<file path="src/rtl/alu_pkg.sv">
// Shared types and constants for the execute-ALU sharing arbiter.
package alu_pkg;

    localparam int ALU_CTRL_W = 3;
    localparam int ALU_DATA_W = 32;

    localparam logic [ALU_CTRL_W-1:0] ALU_ADD = 3'b000;
    localparam logic [ALU_CTRL_W-1:0] ALU_SUB = 3'b001;

    typedef struct packed {
        logic [ALU_DATA_W-1:0] op1;
        logic                  src;
        logic [ALU_DATA_W-1:0] op2;
        logic [ALU_DATA_W-1:0] imm;
        logic [ALU_CTRL_W-1:0] ctrl;
    } alu_req_t;

    typedef enum logic {
        EMPTY = 1'b0,
        FULL  = 1'b1
    } arb_state_e;

endpackage

</file>
<file path="src/rtl/alu_share_arbiter_rr.sv">
// Combinational round-robin picker: first asserted request at or after ptr wins.
module rr_arbiter #(
    parameter  int N     = 2,
    localparam int IDX_W = $clog2(N)
) (
    input  logic [N-1:0]     req,
    input  logic [IDX_W-1:0] ptr,
    output logic [N-1:0]     gnt,
    output logic [IDX_W-1:0] gnt_idx
);

    logic [IDX_W:0]   sum_s;
    logic [IDX_W-1:0] cand_s;
    logic             found_s;

    // Scan candidates ptr, ptr+1, ... modulo N and latch the first requester.
    always_comb begin
        gnt     = '0;
        gnt_idx = '0;
        found_s = 1'b0;
        sum_s   = '0;
        cand_s  = '0;
        for (int i = 0; i < N; i++) begin
            sum_s = {1'b0, ptr} + (IDX_W+1)'(i);
            if (sum_s >= (IDX_W+1)'(N)) begin
                cand_s = IDX_W'(sum_s - (IDX_W+1)'(N));
            end else begin
                cand_s = IDX_W'(sum_s);
            end
            if (!found_s && req[cand_s]) begin
                found_s      = 1'b1;
                gnt[cand_s]  = 1'b1;
                gnt_idx      = cand_s;
            end else begin
                found_s = found_s;
            end
        end
    end

endmodule

</file>
<file path="src/rtl/alu_share_arbiter.sv">
// Shares one combinational ALU between NUM_REQ requesters; results return
// through a one-entry buffer tagged with the issuing requester id.
module alu_share_arbiter
    import alu_pkg::*;
#(
    parameter  int DATA_WIDTH = ALU_DATA_W,
    parameter  int NUM_REQ    = 2,
    localparam int ID_W       = $clog2(NUM_REQ)
) (
    input  logic                             clk,
    input  logic                             rst_n,
    input  logic [NUM_REQ-1:0]               req_valid,
    output logic [NUM_REQ-1:0]               req_ready,
    input  logic [NUM_REQ*DATA_WIDTH-1:0]    req_op1,
    input  logic [NUM_REQ-1:0]               req_src,
    input  logic [NUM_REQ*DATA_WIDTH-1:0]    req_op2,
    input  logic [NUM_REQ*DATA_WIDTH-1:0]    req_imm,
    input  logic [NUM_REQ*ALU_CTRL_W-1:0]    req_ctrl,
    output logic [DATA_WIDTH-1:0]            alu_op1,
    output logic                             alu_src,
    output logic [DATA_WIDTH-1:0]            alu_reg_op2,
    output logic [DATA_WIDTH-1:0]            alu_imm_op,
    output logic [ALU_CTRL_W-1:0]            alu_ctrl,
    input  logic [DATA_WIDTH-1:0]            alu_out,
    input  logic                             alu_zero,
    output logic                             rsp_valid,
    input  logic                             rsp_ready,
    output logic [ID_W-1:0]                  rsp_id,
    output logic [DATA_WIDTH-1:0]            rsp_data,
    output logic                             rsp_zero
);

    arb_state_e            state_r;
    arb_state_e            state_nxt_s;
    logic [ID_W-1:0]       ptr_r;
    logic                  can_issue_s;
    logic [NUM_REQ-1:0]    arb_req_s;
    logic [NUM_REQ-1:0]    gnt_s;
    logic [ID_W-1:0]       gnt_idx_s;
    logic                  grant_s;

    logic [DATA_WIDTH-1:0] op1_s  [NUM_REQ];
    logic [DATA_WIDTH-1:0] op2_s  [NUM_REQ];
    logic [DATA_WIDTH-1:0] imm_s  [NUM_REQ];
    logic [ALU_CTRL_W-1:0] ctrl_s [NUM_REQ];

    // Split the flat request buses into per-requester fields.
    always_comb begin
        for (int i = 0; i < NUM_REQ; i++) begin
            op1_s[i]  = req_op1[i*DATA_WIDTH +: DATA_WIDTH];
            op2_s[i]  = req_op2[i*DATA_WIDTH +: DATA_WIDTH];
            imm_s[i]  = req_imm[i*DATA_WIDTH +: DATA_WIDTH];
            ctrl_s[i] = req_ctrl[i*ALU_CTRL_W +: ALU_CTRL_W];
        end
    end

    // The buffer slot is free when empty or when it drains this cycle;
    // rst_n gates grants so nothing is accepted while reset is held.
    assign can_issue_s = (state_r == EMPTY) | rsp_ready;
    assign arb_req_s   = req_valid & {NUM_REQ{can_issue_s & rst_n}};

    rr_arbiter #(.N(NUM_REQ)) u_rr (
        .req     (arb_req_s),
        .ptr     (ptr_r),
        .gnt     (gnt_s),
        .gnt_idx (gnt_idx_s)
    );

    assign grant_s   = |gnt_s;
    assign req_ready = gnt_s;
    assign rsp_valid = (state_r == FULL);

    // Drive the shared ALU from the granted request, zeros when idle.
    always_comb begin
        alu_op1     = '0;
        alu_src     = 1'b0;
        alu_reg_op2 = '0;
        alu_imm_op  = '0;
        alu_ctrl    = ALU_ADD;
        if (grant_s) begin
            alu_op1     = op1_s[gnt_idx_s];
            alu_src     = req_src[gnt_idx_s];
            alu_reg_op2 = op2_s[gnt_idx_s];
            alu_imm_op  = imm_s[gnt_idx_s];
            alu_ctrl    = ctrl_s[gnt_idx_s];
        end else begin
            alu_ctrl    = ALU_ADD;
        end
    end

    // Buffer occupancy: a grant always refills, a drain without grant empties.
    always_comb begin
        state_nxt_s = state_r;
        case (state_r)
            EMPTY: begin
                if (grant_s) begin
                    state_nxt_s = FULL;
                end else begin
                    state_nxt_s = EMPTY;
                end
            end
            FULL: begin
                if (grant_s) begin
                    state_nxt_s = FULL;
                end else if (rsp_ready) begin
                    state_nxt_s = EMPTY;
                end else begin
                    state_nxt_s = FULL;
                end
            end
            default: state_nxt_s = EMPTY;
        endcase
    end

    // State, round-robin pointer and response buffer registers.
    always_ff @(posedge clk or negedge rst_n) begin
        if (!rst_n) begin
            state_r  <= EMPTY;
            ptr_r    <= '0;
            rsp_id   <= '0;
            rsp_data <= '0;
            rsp_zero <= 1'b0;
        end else begin
            state_r <= state_nxt_s;
            if (grant_s) begin
                ptr_r    <= (gnt_idx_s == ID_W'(NUM_REQ-1)) ? '0 : gnt_idx_s + ID_W'(1);
                rsp_id   <= gnt_idx_s;
                rsp_data <= alu_out;
                // Zero is only meaningful for subtraction.
                rsp_zero <= (alu_ctrl == ALU_SUB) ? alu_zero : 1'b0;
            end else begin
                ptr_r    <= ptr_r;
                rsp_id   <= rsp_id;
                rsp_data <= rsp_data;
                rsp_zero <= rsp_zero;
            end
        end
    end

endmodule

</file>
<file path="config.mk">
export PLATFORM = sky130hd
export DESIGN_NAME = alu_share_arbiter
export DESIGN_NICKNAME = d
export VERILOG_FILES = /design/src/rtl/alu_pkg.sv /design/src/rtl/alu_share_arbiter_rr.sv /design/src/rtl/alu_share_arbiter.sv
export SDC_FILE = /design/constraint.sdc
export NUM_CORES = 1
export LEC_CHECK = 0
export CAP_MARGIN = 20
export CORE_AREA = 2 2 148 150
export CTS_CLUSTER_SIZE = 28
export DETAILED_ROUTE_END_ITERATION = 12
export DIE_AREA = 0 0 150 152
export GPL_TIMING_DRIVEN = 0
export HOLD_SLACK_MARGIN = 0.1
export PLACE_DENSITY = 0.54
export SYNTH_ARGS = -nofsm -noshare
export SYNTH_HDL_FRONTEND = slang
export SYNTH_SLANG_ARGS = --single-unit
</file>
<file path="constraint.sdc">
create_clock -name clk -period 2.6 [get_ports clk]
set_input_delay 0.52 -clock clk [delete_from_list [all_inputs] [get_ports clk]]
set_output_delay 0.52 -clock clk [all_outputs]
set_load 0.1 [all_outputs]
</file>
# After elaboration in Yosys (flattened, before gate mapping)
# Index checks and enable logic that the tools add are counted.
op_classes:
  addsub: 4
  n_mul: 0
  n_div: 0
  magnitude_cmp: 8
  eq_ne: 1
  shift: 0
  mux: 40
  bitwise_logic: 6
  reduce_logical: 5
op_table:
  columns: ["operator", "n"]
  rows:
  - ["$mux 32", 12]
  - ["$mux 1", 19]
  - ["$mux 3", 4]
  - ["$lt 1x2->1 const B", 3]
  - ["$ge 2x2->1 const B", 2]
  - ["$mux 2", 2]
  - ["$eq 3x1->1 const B", 1]
  - ["$logic_and 1x1->1", 3]
  - ["$add 1x1->2 const B", 1]
  - ["$and 2x2->2", 1]
  - ["$demux 1 s1", 2]
  - ["$ge 1x1->1 const B", 2]
  - ["$ge 1x2->1 const B", 1]
  - ["$not 1->2", 1]
  - ["$or 2x2->2", 1]
  - ["$pmux 1 s2", 1]
  - ["$reduce_or 2->1", 1]
  - ["$sub 1x1->1 const B", 2]
  - ["$add 1x1->1 const B", 1]
  - ["$and 1x1->1", 1]
  - ["$logic_not 1->1", 1]
  - ["$not 1->1", 1]
  - ["$or 1x1->1", 1]
totals:
  regBits: 36
  latch_bits: 0
  ramBits: 0
  mem_bits_ro: 0
  in_bits: 238
  output_inout_bits: 137
  wordCells: 69
  n_memories: 0

# Longest topological paths before layout
# Gate-level depths: netlist of the first run.
logic_depth:
  depth_word: 17
  ltp_mapped: 6

# Hierarchy
# A second synthesis of the first run with hierarchy kept.
unflattened:
  cells_unflattened: 313
  hier_area_um2: 2971.6
by_module_without_submodules:
  columns: ["mod", "n_inst", "cells_per_inst", "area_each_um2"]
  rows:
  - ["alu_share_arbiter", 1, 309, 2941.6]
  - ["rr_arbiter", 1, 4, 30.0]

# Worst setup path after synthesis of the first run
# Ideal clock, no wire load.
synth_path:
  path_kind: "register to output"
  startpoint: "register state_r, in the netlist rsp_valid"
  endpoint: "output alu_ctrl[1]"
  arrival_time_ns: 2.809
  setup_slack_ns: -0.729
  path_stages_with_launch: 6
  cell_sequence: "dfrtp_1 > nand2b_4 > o2111a_1 > buf_2 > mux2i_1 > nor2_1"
synth_between:
  elab_chain_cells: 15
  elab_cells_between_ends: 22
synth_lines:
  columns: ["item", "line", "rtl"]
  rows:
  - ["start, declared", "alu_share_arbiter.sv:33", "arb_state_e state_r;"]
  - ["start signal, assigned", "alu_share_arbiter.sv:124", "state_r <= state_nxt_s;"]
  - ["$not 1->1 (*)", null, null]
  - ["$or 1x1->1 (*)", "alu_share_arbiter.sv:59", "assign can_issue_s = (state_r == EMPTY) | rsp_ready;"]
  - ["$and 1x1->1 (*)", "alu_share_arbiter.sv:60", "assign arb_req_s = req_valid & {NUM_REQ{can_issue_s & rst_n}};"]
  - ["$and 2x2->2 (*)", "alu_share_arbiter.sv:60", null]
  - ["$mux 1 (not written as such) (2 in series)", "alu_share_arbiter_rr.sv:30", "if (!found_s && req[cand_s]) begin"]
  - ["$mux 1", "alu_share_arbiter_rr.sv:30", null]
  - ["$logic_not 1->1", "alu_share_arbiter_rr.sv:30", null]
  - ["$logic_and 1x1->1", "alu_share_arbiter_rr.sv:30", null]
  - ["$mux 1", "alu_share_arbiter_rr.sv:30", null]
  - ["$not 1->2 (not written as such)", "alu_share_arbiter.sv:85", "alu_ctrl = ctrl_s[gnt_idx_s];"]
  - ["$mux 3 (not written as such) (3 in series)", "alu_share_arbiter.sv:85", null]
  - ["$mux 3 (*)", "alu_share_arbiter.sv:80", "if (grant_s) begin"]
  - ["end, declared", "alu_share_arbiter.sv:23", "output logic [ALU_CTRL_W-1:0] alu_ctrl,"]
# Mark *: on every way between the ends. The rest lies on a longest branch, timed or not. The select of a mux whose other input is x is not followed.

# Worst setup path after layout of the first run
layout_path:
  startpoint: "input req_valid[0]"
  endpoint: "output alu_imm_op[10]"
layout_between:
  elab_chain_cells: 12
  elab_cells_between_ends: 19
layout_lines:
  columns: ["item", "line", "rtl"]
  rows:
  - ["start, declared", "alu_share_arbiter.sv:12", "input logic [NUM_REQ-1:0] req_valid,"]
  - ["$and 2x2->2 (*)", "alu_share_arbiter.sv:60", null]
  - ["$mux 1 (not written as such) (2 in series)", "alu_share_arbiter_rr.sv:30", null]
  - ["$mux 1", "alu_share_arbiter_rr.sv:30", null]
  - ["$logic_not 1->1", "alu_share_arbiter_rr.sv:30", null]
  - ["$logic_and 1x1->1", "alu_share_arbiter_rr.sv:30", null]
  - ["$mux 1", "alu_share_arbiter_rr.sv:30", null]
  - ["$not 1->2 (not written as such)", "alu_share_arbiter.sv:84", "alu_imm_op = imm_s[gnt_idx_s];"]
  - ["$mux 32 (not written as such) (3 in series)", "alu_share_arbiter.sv:84", null]
  - ["$mux 32 (*)", "alu_share_arbiter.sv:80", null]
  - ["end, declared", "alu_share_arbiter.sv:22", "output logic [DATA_WIDTH-1:0] alu_imm_op,"]
# Marks and branches as above.

==> out/metrics.csv, run 1 <==
metric;value;unit
CTS sink cnt;36;
CTS Hold Bufs;0;
residual DRC count;0;
cts bufs inserted;5;
DP Cell Count;866;
antenna-violating nets left;0;
vias in the first global route;3810;
vias per cell;3.97;
final wirelength;17800;µm
Design Power;0.00455;W
worst path bufs/invs;6;
Syn Nets;450;
GRT Total Usage;14.5;%
Crit. End Element;output port;
Clock Latency Late Sink;280;ps
final setup violation count;0;
sequential cell area fraction in the yosys report;37.4;%
Yosys reg bits;36;
Critical path origin;req_valid[0];
fill cell count;2143;
Max VDD drop;519;µV
drt pass-1 iters;4;
fin crit share;96.5;%
non-filler cells, final;882;
starting density of the core;11.3;%
R2R Setup Slk;970;ps
Distinct cells, synth;19;
CTS root buf;clkbuf_16;
Max FO, Critical Path;10;
share of the synthesized area in the top cell type;37.4;%
Congestion Overflow GR;0;
Final #Nets;839;
CTS tree;done;
clk buf depth;2;
number of core rows;54;
worst slew pin tran;1010;ps
H-Tree Level Count;2;
routability cong.;0.902;
Final Skew;4.15;ps
CP most frequent cell;buf_12;
Worst Path Required;2080;ps
DR vias;3498;
largest area contributor in the netlist;dfrtp_1;
mapped cell area;2410;µm²
CP peak stage delay;300;ps
Critical Path, Cell by Cell;clkdlybuf4s15_1, inv_1, o2111a_2, buf_12, buf_12, buf_4, a22o_2, buf_12;
ANT cells;0;
cell area power density;596;nW/µm²
wire length per cell;20.1;µm
reg2reg start;rsp_valid;
minimum clock period;2510;ps
largest net degree at the start of global routing;41;
I/O pin count;375;
Slew HR;32.6;%
yosys warns;0;
CP arrival;1990;ps
first-pass GRT wire length;25200;µm
status;completed;
initial antenna violation count;0;
Syn Area/Cell;11.4;µm²
Critical Setup Path Class;in -> out;
Post-DP HPWL;15100;µm
Final Hold Viols;0;
max_cap viols;0;
top cells by area, synth;dfrtp_1 (37%), a22o_1 (36%), mux2_2 (15%);
Hold Crit Class;in -> async;
die area;22800;µm²
RSZ-0062 raised after global routing;no;
1st-iter DRT viols;125;
fmax;0.398;GHz
CP Launch Type;primary input;
CP delay by family, top;buffers and inverters;
slowest cell on the critical path;o2111a_2;
fin. max-slew vios;0;
Die Span X;150;µm
Lkg Pwr;3.17;nW
layout cells sized above 1;45.3;%
core area;21400;µm²
Die H;152;µm
Clock Pin Slew Worst Setup and Hold Paths;60;ps
P&R area growth vs syn;217;%
cells after synthesis;212;
PortBufs;374;
==> synth_stat cells <==
library cell  number
dfrtp_1           36
mux2_2            32
o2111a_1           1
buf_6              2
buf_2             15
mux2i_1            3
a21o_1             2
nand3_1            1
and4_4             1
nand2b_4           1
a22o_1            98
inv_1              2
buf_4              2
nor2b_1            2
o41ai_2            1
nand2_1            3
clkbuf_1           7
nor2_1             2
o211ai_1           1
==> routing by layer <==
| layer | routed length (µm) | GRT usage, % | up-vias |
|---|---|---|---|
| met5 | 0 | 0 | - |
| met4 | 110 | 1.89 | 0 |
| met3 | 1700 | 4.80 | 8 |
| met2 | 9240 | 26.5 | 171 |
| met1 | 6710 | 16.7 | 1682 |
| li1 | - | - | 1637 |
==> what timing repair did <==
| action | CTS | global route |
|---|---|---|
| gates cloned | 2 | 0 |
| setup buffers | 6 | 0 |
| gates resized for setup | 851 | 3 |
| endpoints found under the hold margin | 0 | 0 |
| setup endpoints to repair | 102 | 46 |
| pin swaps | 2 | 0 |
==> logic make-up (layout without fill, tap and decap cells) <==
family,Yosys count,count (layout),synth area share [%]
muxes,35,35,16.2
and+or+nand+nor,10,10,2.55
buffers and inverters,28,418,6.08
DFF,36,36,37.4
AOI/OAI and AO/OA,103,103,37.7
==> flip-flops by register name (all words and copies together) (netlist names) <==
name,count
rsp_id,1
rsp_zero,1
rsp_valid,1
ptr_r,1
rsp_data,32
==> cell type report <==
type | instances | area [µm²] | area share [%]
clock inverters | 2 | 35.0 | 0.459
repair buffers | 382 | 4370 | 57.3
well taps | 280 | 350 | 4.59
plain buffers | 26 | 243 | 3.18
flip-flops and latches | 36 | 902 | 11.8
clock buffers | 6 | 129 | 1.69
inverters | 2 | 7.51 | 0.0985
multi-input cells | 148 | 1590 | 20.9
==> through the flow <==
step / area, µm² / worst slack (ps) / util [%] / hold WS [ps] / setup TNS (ps)
3_5_place_dp: 6690 / -1710 / 31.3 / 474 / -161350
6_report: 7620 / 89.9 / 35.7 / 112 / 0
4_1_cts: 7620 / 60.0 / 35.7 / 149 / 0
2_1_floorplan: 2600 / 18.5 / - / 224 / 0
3_3_place_gp: 6690 / -2740 / 31.3 / 463 / -299010
5_1_grt: 7620 / 20.1 / 35.7 / 131 / 0
==> report_power, final <==
group / internal, W / leakage (nW) / switching [W] / total, W
registers: 0.000662 / 0.423 / 0.0000568 / 0.000719
logic: 0.00108 / 2.67 / 0.00207 / 0.00315
clock network: 0.000451 / 0.0808 / 0.000230 / 0.000681
==> placed cells by master (no fill, tap or decap), drive strengths merged, types with 2 or more instances in the layout <==
cell	synthesis	layout
clkdlybuf4s50	0	268
buf	19	130
a22o	98	98
dfrtp	36	36
mux2	32	32
clkbuf	7	13
nand2	3	3
mux2i	3	3
inv	2	2
nor2	2	2
a21o	2	2
nor2b	2	2
dlygate4sd2	0	2
==> path summary, 6_finish.rpt <==
kind / depth (start not counted) / endpoint
max: 8 / alu_imm_op[10]
min: 1 / rsp_data[3]
max reg2reg: 5 / rsp_data[7]
min reg2reg: 1 / rsp_id
max in group asynchronous: 1 / rsp_valid
min in group clk: 1 / rsp_id
(Power assumes the default switching activity.)
==> run 2: changes to the inputs <==
--- a/config.mk
+++ b/config.mk
@@ -12,7 +12,8 @@
 export DIE_AREA = 0 0 150 152
 export GPL_TIMING_DRIVEN = 0
 export HOLD_SLACK_MARGIN = 0.1
-export PLACE_DENSITY = 0.54
+export PLACE_DENSITY_LB_ADDON = 0.05
+export SETUP_SLACK_MARGIN = 0.1
 export SYNTH_ARGS = -nofsm -noshare
 export SYNTH_HDL_FRONTEND = slang
 export SYNTH_SLANG_ARGS = --single-unit
==> run 2 against run 1 <==
- die area unchanged
- register-to-register slack gained 30 ps
- utilization grew 1.6 points
- highest routed layer is now met5
- critical endpoint is now alu_reg_op2[17]
- sequential cell count is the same
- combinational power increased by 2%
- wire length is 2.8% higher
- non-clock buffer count rose by 4
==> out/metrics.csv, run 2 (synthesized netlist as in run 1, its figures left out) <==
metric;value;unit
fmax;0.408;GHz
Worst Path Required;2080;ps
status;completed;
PortBufs;374;
CP Launch Type;primary input;
CP arrival;1930;ps
Max FO, Critical Path;10;
Critical Setup Path Class;in -> out;
Final Hold Viols;0;
CTS sink cnt;36;
P&R area growth vs syn;231;%
worst path bufs/invs;6;
Post-DP HPWL;15100;µm
vias per cell;4.00;
met2 Use GR;29.5;%
largest net degree at the start of global routing;20;
CP delay by family, top;buffers and inverters;
max_cap viols;0;
final wirelength;18300;µm
Area after DPL;6720;µm²
cell area power density;570;nW/µm²
Clock Latency Late Sink;280;ps
DR vias;3552;
1st-iter DRT viols;92;
antenna-violating nets left;0;
Clock Pin Slew Worst Setup and Hold Paths;60;ps
Final Skew;5.25;ps
CTS tree;done;
M1 GR Usage;14.4;%
RSZ-0062 raised after global routing;no;
met3 Usage GRT;5.11;%
CP peak stage delay;290;ps
slowest cell on the critical path;o2111a_2;
Largest Register;rsp_data;
Final #Nets;843;
worst slew pin tran;1040;ps
vias in the first global route;3601;
I/O pin count;375;
die area;22800;µm²
CTS root buf;clkbuf_16;
GRT Total Usage;14.7;%
Lkg Pwr;3.35;nW
fin crit share;94.2;%
Critical path origin;req_valid[0];
drt pass-1 iters;4;
CP most frequent cell;buf_12;
fin. max-slew vios;0;
routability cong.;0.742;
minimum clock period;2450;ps
reg2reg start;rsp_valid;
clk buf depth;2;
core area;21400;µm²
Crit. End Element;output port;
cts bufs inserted;5;
most crowded layer after global routing;met2;
commonest non-fill, non-tap cells in the layout;clkdlybuf4s50_1 (268), a22o_2 (63), buf_12 (45);
starting density of the core;11.3;%
Slew HR;30.7;%
initial antenna violation count;2;
residual DRC count;0;
Hold Crit Class;in -> async;
Die Span X;150;µm
Max VDD drop;417;µV
number of core rows;54;
layout cells sized above 1;47.4;%
final setup violation count;0;
first-pass GRT wire length;24700;µm
Die H;152;µm
max reg flops;32;
wire length per cell;20.6;µm
commonest non-fill, non-tap cell in the layout;clkdlybuf4s50_1;
Critical Path, Cell by Cell;clkdlybuf4s15_2, inv_1, o2111a_2, buf_4, buf_12, buf_6, a22o_2, buf_12;
post-route cell area;7970;µm²
H-Tree Level Count;2;
Congestion Overflow GR;0;
hold_ws;210;ps
==> run 2: cell count changes in the layout (fill, tap and decap cells not counted), moves of 3 or more <==
cell,previous run,this run
a22o_4,13,34
a22o_1,10,1
buf_4,23,18
a22o_2,75,63
clkbuf_16,5,8
buf_12,37,45
buf_8,33,28
==> run 2: final timing paths <==
check	end	slack, ps	cells past startpoint
max in group asynchronous	rsp_data[10]	1800	2
min in group clk	rsp_id	470	1
worst min register to register	rsp_id	470	1
worst max register to register	rsp_data[4]	1000	5
worst min-delay path	rsp_data[30]	210	2
worst max-delay path	alu_reg_op2[17]	150	8
==> run 2: cell type report <==
| type | count | area, µm² |
|---|---|---|
| clock buffer | 6 | 139 |
| clock inverter | 2 | 13.8 |
| sequential | 36 | 902 |
| tap | 280 | 350 |
| antenna | 1 | 2.50 |
| multi-input combinational | 148 | 1770 |
| fill | 2104 | 13400 |
| buffer | 26 | 288 |
| timing repair buffer | 386 | 4500 |
| inverter | 2 | 7.51 |
==> run 2: what timing repair did <==
item | CTS | global route
gates cloned | 3 | 3
pin swaps | 2 | 1
hold buffers | 1 | 0
setup buffers | 4 | 0
gates resized for setup | 867 | 29
setup endpoints to repair | 102 | 66
endpoints found under the hold margin | 3 | 0
==> run 2: metrics by stage <==
stage	utilization, %	worst slack, ps	setup TNS [ps]	cells	power (W)
6_report	37.3	151	0	887	0.00455
5_1_grt	37.3	102	0	886	0.00471
4_1_cts	36.2	105	0	883	0.00454
3_5_place_dp	31.5	-1460	-132380	867	0.00363
3_3_place_gp	31.4	-2860	-312790	866	0.00362
2_1_floorplan	-	148	0	212	0.00271
==> run 2: metal layers <==
layer / share of wire [%] / vias to the layer above
li1: - / 1658
met1: 33 / 1715
met2: 56 / 161
met3: 9.3 / 16
met4: 0.90 / 2
met5: 0.066 / -
==> run 2: power by group <==
| group | internal [W] | leakage [nW] | switching, W |
|---|---|---|---|
| clock | 0.000383 | 0.0773 | 0.000240 |
| combinational | 0.00114 | 2.84 | 0.00208 |
| sequential | 0.000662 | 0.423 | 0.0000502 |
| total | 0.00218 | 3.35 | 0.00237 |
